### src/rtl/mem_stage_sram_ctrl_pkg.sv
// Shared types and helpers for the MEM-stage SRAM controller.
package mem_stage_pkg;
   localparam int SRAM_DATA_W = 16;
   localparam int WORD_W      = 32;

   typedef enum logic [1:0] {
      IDLE = 2'd0,
      LOW  = 2'd1,
      HIGH = 2'd2,
      DONE = 2'd3
   } state_e;

   typedef struct packed {
      logic              wb_en;
      logic              mem_r_en;
      logic [3:0]        dest;
      logic [WORD_W-1:0] alu_result;
      logic [WORD_W-1:0] mem_data;
   } wb_rsp_t;

   // Byte address -> SRAM word index; wraps below the base, caller truncates.
   function automatic logic [WORD_W-1:0] word_index(input logic [WORD_W-1:0] byte_addr,
                                                    input logic [WORD_W-1:0] base);
      return (byte_addr - base) >> 2;
   endfunction
endpackage

### src/rtl/mem_stage_sram_ctrl_if.sv
// 16-bit wait-stated SRAM bus between the controller (master) and the memory (slave).
interface mem_stage_sram_ctrl_if
   import mem_stage_pkg::*;
#(parameter int ADDR_W = 18);
   logic [ADDR_W-1:0]      sram_addr;
   logic [SRAM_DATA_W-1:0] sram_wdata;
   logic [SRAM_DATA_W-1:0] sram_rdata;
   logic                   sram_we_n;

   modport master (output sram_addr, sram_wdata, sram_we_n, input sram_rdata);
   modport slave  (input sram_addr, sram_wdata, sram_we_n, output sram_rdata);
endinterface

### src/rtl/mem_stage_sram_ctrl_wait_counter.sv
// Loadable down-counter timing one half-word access; last is high on its final cycle.
module mem_wait_counter #(
   parameter int WAIT_CYCLES = 2
) (
   input  logic clk,
   input  logic rst,
   input  logic load,
   input  logic en,
   output logic last
);
   localparam int CW = (WAIT_CYCLES > 1) ? $clog2(WAIT_CYCLES) : 1;

   logic [CW-1:0] cnt;

   always_ff @(posedge clk or negedge rst) begin
      if (!rst)                   cnt <= '0;
      else if (load)              cnt <= CW'(WAIT_CYCLES - 1);
      else if (en && cnt != '0)   cnt <= cnt - 1'b1;
   end

   assign last = (cnt == '0);
endmodule

### src/rtl/mem_stage_sram_ctrl.sv
// MEM stage: 32-bit loads/stores as two 16-bit SRAM accesses, stalling EX via ready.
module mem_stage_sram_ctrl
   import mem_stage_pkg::*;
#(
   parameter int          ADDR_W      = 18,
   parameter int          WAIT_CYCLES = 2,
   parameter logic [31:0] MEM_BASE    = 32'd1024
) (
   input  logic                       clk,
   input  logic                       rst,
   input  logic                       wb_en_in,
   input  logic                       mem_r_en_in,
   input  logic                       mem_w_en_in,
   input  logic [3:0]                 dest_in,
   input  logic [WORD_W-1:0]          alu_result_in,
   input  logic [WORD_W-1:0]          st_val_in,
   output logic                       ready,
   mem_stage_sram_ctrl_if.master      sram,
   output logic                       wb_en_out,
   output logic                       mem_r_en_out,
   output logic [3:0]                 dest_out,
   output logic [WORD_W-1:0]          alu_result_out,
   output logic [WORD_W-1:0]          mem_data_out
);
   state_e              state, nxt;
   logic                last, mem_op, is_wr, access, half, cnt_load;
   logic [ADDR_W-2:0]   word_lo;
   logic [WORD_W-1:0]   asm_word;
   wb_rsp_t             wb;

   assign mem_op  = mem_r_en_in | mem_w_en_in;
   assign is_wr   = mem_w_en_in & ~mem_r_en_in;   // read wins when both are set
   assign access  = (state == LOW) || (state == HIGH);
   assign half    = (state == HIGH);
   assign word_lo = (ADDR_W-1)'(word_index(alu_result_in, MEM_BASE));

   // ready is forced high while in reset so EX is never left frozen.
   assign ready = !rst || (state == DONE) || (state == IDLE && !mem_op);

   assign cnt_load = (state == IDLE && mem_op) || (state == LOW && last);

   mem_wait_counter #(.WAIT_CYCLES(WAIT_CYCLES)) u_wait (
      .clk  (clk),
      .rst  (rst),
      .load (cnt_load),
      .en   (access),
      .last (last)
   );

   always_comb begin
      nxt = state;
      case (state)
         IDLE:    if (mem_op) nxt = LOW;
         LOW:     if (last)   nxt = HIGH;
         HIGH:    if (last)   nxt = DONE;
         default:             nxt = IDLE;
      endcase
   end

   always_ff @(posedge clk or negedge rst) begin
      if (!rst) state <= IDLE;
      else      state <= nxt;
   end

   assign sram.sram_addr  = access ? {word_lo, half} : '0;
   assign sram.sram_we_n  = !(access && is_wr);
   assign sram.sram_wdata = (access && is_wr) ? (half ? st_val_in[31:16] : st_val_in[15:0]) : '0;

   always_ff @(posedge clk or negedge rst) begin
      if (!rst)                           asm_word <= '0;
      else if (state == IDLE && mem_op)   asm_word <= '0;
      else if (mem_r_en_in && last) begin
         if (state == LOW)  asm_word[15:0]  <= sram.sram_rdata;
         if (state == HIGH) asm_word[31:16] <= sram.sram_rdata;
      end
   end

   always_ff @(posedge clk or negedge rst) begin
      if (!rst)        wb <= '0;
      else if (!ready) wb <= '0;
      else             wb <= '{wb_en_in, mem_r_en_in, dest_in, alu_result_in,
                               (state == DONE) ? asm_word : '0};
   end

   assign wb_en_out      = wb.wb_en;
   assign mem_r_en_out   = wb.mem_r_en;
   assign dest_out       = wb.dest;
   assign alu_result_out = wb.alu_result;
   assign mem_data_out   = wb.mem_data;
endmodule

### src/flat_wrapper.sv
// flat-port wrapper written by rule: the top's interface ports become plain ports
module mem_stage_sram_ctrl_flat import mem_stage_pkg::*;
#(
   parameter int          ADDR_W      = 18,
   parameter int          WAIT_CYCLES = 2,
   parameter logic [31:0] MEM_BASE    = 32'd1024
)
  (clk, rst, wb_en_in, mem_r_en_in, mem_w_en_in, dest_in, alu_result_in, st_val_in, ready, wb_en_out, mem_r_en_out, dest_out, alu_result_out, mem_data_out, sram_sram_addr, sram_sram_wdata, sram_sram_we_n, sram_sram_rdata);
  mem_stage_sram_ctrl_if #(.ADDR_W(ADDR_W)) sram_i ();
  input  logic clk;
  input  logic rst;
  input  logic wb_en_in;
  input  logic mem_r_en_in;
  input  logic mem_w_en_in;
  input  logic [3:0] dest_in;
  input  logic [WORD_W-1:0] alu_result_in;
  input  logic [WORD_W-1:0] st_val_in;
  output logic ready;
  output logic wb_en_out;
  output logic mem_r_en_out;
  output logic [3:0] dest_out;
  output logic [WORD_W-1:0] alu_result_out;
  output logic [WORD_W-1:0] mem_data_out;
  output wire logic [$bits(sram_i.sram_addr)-1:0] sram_sram_addr;
  output wire logic [$bits(sram_i.sram_wdata)-1:0] sram_sram_wdata;
  output wire logic [$bits(sram_i.sram_we_n)-1:0] sram_sram_we_n;
  input wire logic [$bits(sram_i.sram_rdata)-1:0] sram_sram_rdata;
  assign sram_sram_addr = sram_i.sram_addr;
  assign sram_sram_wdata = sram_i.sram_wdata;
  assign sram_sram_we_n = sram_i.sram_we_n;
  assign sram_i.sram_rdata = sram_sram_rdata;
  mem_stage_sram_ctrl #(.ADDR_W(ADDR_W), .WAIT_CYCLES(WAIT_CYCLES), .MEM_BASE(MEM_BASE)) u_core (.clk(clk), .rst(rst), .wb_en_in(wb_en_in), .mem_r_en_in(mem_r_en_in), .mem_w_en_in(mem_w_en_in), .dest_in(dest_in), .alu_result_in(alu_result_in), .st_val_in(st_val_in), .ready(ready), .sram(sram_i), .wb_en_out(wb_en_out), .mem_r_en_out(mem_r_en_out), .dest_out(dest_out), .alu_result_out(alu_result_out), .mem_data_out(mem_data_out));
endmodule
### config.mk
export PLATFORM = sky130hd
export DESIGN_NAME = mem_stage_sram_ctrl_flat
export DESIGN_NICKNAME = d
export VERILOG_FILES = /design/src/rtl/mem_stage_sram_ctrl_pkg.sv /design/src/rtl/mem_stage_sram_ctrl_if.sv /design/src/rtl/mem_stage_sram_ctrl_wait_counter.sv /design/src/rtl/mem_stage_sram_ctrl.sv /design/src/flat_wrapper.sv
export SDC_FILE = /design/constraint.sdc
export NUM_CORES = 1
export LEC_CHECK = 0
export ABC_AREA = 1
export BUFFER_PORTS_ARGS = -buffer_cell sky130_fd_sc_hd__buf_2
export CORE_ASPECT_RATIO = 0.75
export CORE_MARGIN = 5
export CORE_UTILIZATION = 43
export CTS_CLUSTER_SIZE = 14
export DETAILED_ROUTE_END_ITERATION = 16
export PLACE_DENSITY_LB_ADDON = 0.12
export SLEW_MARGIN = 20
export SYNTH_ARGS = -nofsm -noshare
export SYNTH_HDL_FRONTEND = slang
export SYNTH_SLANG_ARGS = --single-unit
### constraint.sdc
create_clock -name clk -period 2 [get_ports clk]
set_input_delay 0.6 -clock clk [delete_from_list [all_inputs] [get_ports clk]]
set_output_delay 0.6 -clock clk [all_outputs]
set_load 0.05 [all_outputs]
==> results.cfg <==
[clocking]
clock_path_buffers = 2
cts_max_level = 3
cts_tree = yes
clock_latency_ns = 0.35
cts.sinks = 105
cts_root_buf = clkbuf_16
path_clk_slew_ns = 0.07
numCtsBuffers = 9

[logic_synthesis]
synth_cells = 531
synthSimpleGateAreaFrac_pct = 22.4
syn_area_per_cell_um2 = 8.53
ys_ff_latch = 105
synth_top_family_by_area = simple AND/OR/NAND/NOR gates
synth-xor-area-share_pct = 0
synth-seq-area-share_pct = 58.0
synthAdderAreaFrac_pct = 1.38
yosysWarnings = 0
yosys-mux-area-fraction_pct = 3.98
synth_area_um2 = 4530
synth_cell_type_count = 18
synthesis.nets = 625
synth_compound_area_share_pct = 1.80

[drt]
dr.pass1.iters = 4
avgViaCountPerCell = 4.48
finalWirelength_um = 12400
vias = 4013
drc = 0
routedWlPerCell_um = 13.8
ant_nets = 0
drt_iter0_drc = 155

[sta]
worst_slack_ns = -0.489
fmax_ghz = 0.402
slew_viol_final = 0
hold_viol_final = 0
period_share_pct = 124
tightest_slew_ns = 0.541
fin_skew_ns = 0.00817
rsz0062_at_grt = true
maxSlewHeadroom_pct = 63.9
min_period_ns = 2.49
tns_ns = -11.35
finalSetupViolCount = 35

[die]
die-area_um2 = 12700
core_um2 = 10300
io_pins = 195
start_util_pct = 44.0
die_h_um = 98.9
die_w_um = 128
rows = 32

[grt]
grt_pass1_wl_um = 20000
grt_pass1_vias = 4193
grt-ovfl-total = 0
grt_start_max_net_pins = 106
gr-usage-all-layers_pct = 19.6
antenna_found_initial = 0

[cells_and_area]
utilization_pct = 67.1
nets = 848
antenna_cells = 0
drive_gt1_share_pct = 45.2
instances_no_fill = 895
final_cell_mix = buf_2 (157), nand2_1 (115), dfrtp_1 (105)
area_delta_synth_final_pct = 52.5
mostFrequentLayoutCell = buf_2
nFillCells = 820

[setup_path]
cp.required_ns = 1.40
cp-start-kind = flop
end_kind = output pin
worstPathArrival_ns = 1.89
critPathMaxFanout = 8
rrSetupSlack_ns = 0.28
setup.worst_path.class = flop to output pin

[run_status]
status = complete, but fails checks
violations = setup timing

[power]
p_leak_nw = 4.18
power_w = 0.0110
vdd_drop_max_mv = 0.874
pwr_density_cell_nw_per_um2 = 1590

[place]
dp_cells = 874
dp_hpwl_um = 8850
gp_congestion = 0.876
io_buffers = 194

[min_path]
hold_class = input port to asynchronous set/reset pin

[job]
drv_cap = 0
[layout make-up]
| class | instances | area, µm² | share of cell area, % |
|---|---|---|---|
| clock buffers | 10 | 239 | 3.46 |
| clock inverters | 6 | 61.3 | 0.888 |
| inverters | 120 | 493 | 7.14 |
| multi-input cells | 285 | 1660 | 24.0 |
| flip-flops and latches | 105 | 2630 | 38.1 |
| well taps | 136 | 170 | 2.46 |
| repair buffers | 233 | 1650 | 24.0 |
[state kept, by name, indices dropped and copies added (netlist names)]
signal,flops
u_core.asm_word,32
u_core.mem_data_out,32
u_core.alu_result_out,32
u_core.wb_en_out,1
u_core.u_wait.cnt,1
u_core.state,2
u_core.dest_out,4
u_core.mem_r_en_out,1
[per-layer routing]
metal	track usage [%]	share of wire, %	up-vias
li1	-	-	1991
met1	25.5	42	1858
met2	32.1	48	147
met3	5.42	8.4	17
met4	5.81	1.7	0
met5	0	0	-
[cells in the mapped netlist (all sizes together)]
library cell | n | area share, %
nor3 | 1 | 0.36
inv | 120 | 9.9
ha | 5 | 1.4
o21ai | 8 | 1.1
or2 | 1 | 0.14
mux2 | 16 | 4.0
nand3 | 39 | 4.5
nor2 | 69 | 5.7
clkbuf | 8 | 0.66
a21oi | 6 | 0.66
dfrtp | 105 | 58
nand2 | 140 | 12
buf | 13 | 1.9
[what timing repair did]
item / CTS / global route
hold buffers: 0 / 0
setup endpoints to repair: 36 / 36
pin swaps: 4 / 10
setup buffers: 7 / 4
cloned: 1 / 0
resized for setup: 116 / 47
[report_power, final]
part	switching (W)	total (W)	internal, W
clock network	0.000828	0.00173	0.000907
registers	0.000245	0.00296	0.00271
logic	0.00412	0.00628	0.00216
[kinds of logic after synthesis]
| logic type | after synthesis |
|---|---|
| simple gates | 250 |
| buf+inv | 141 |
| flops | 105 |
| mux | 16 |
| compound gates | 14 |
| fa+ha+maj | 5 |
[critical path, stage by stage, from the launching register on]
cell,delay (ns)
dfrtp_1,0.41
buf_6,0.14
ha_4,0.18
buf_12,0.15
mux2_4,0.31
nand2_2,0.09
clkinvlp_4,0.11
buf_8,0.16
[through the flow]
step	setup slack, ns	hold slack, ns	cell area, µm²
floorplan	-0.233	0.304	4770
global placement	-0.225	0.452	6050
detailed placement	-0.241	0.452	6050
CTS	-0.454	0.373	6790
global route	-0.539	0.404	6910
finish	-0.489	0.346	6910
[path summary, 6_finish.rpt]
check                                           startpoint  depth (start not counted)                                   to
max                            u_core.state[1]$_DFFE_PN0P_                          7                  sram_sram_wdata[11]
min                                                    rst                          2  u_core.alu_result_out[29]$_DFF_PN0_
max reg2reg                    u_core.state[1]$_DFFE_PN0P_                          8  u_core.alu_result_out[23]$_DFF_PN0_
min reg2reg                u_core.asm_word[11]$_DFFE_PN0P_                          2    u_core.mem_data_out[11]$_DFF_PN0_
max in group asynchronous                              rst                          2      u_core.asm_word[12]$_DFFE_PN0P_
min in group clk                         alu_result_in[20]                          3  u_core.alu_result_out[20]$_DFF_PN0_
No activity file was read; power rests on OpenSTA's default activity.
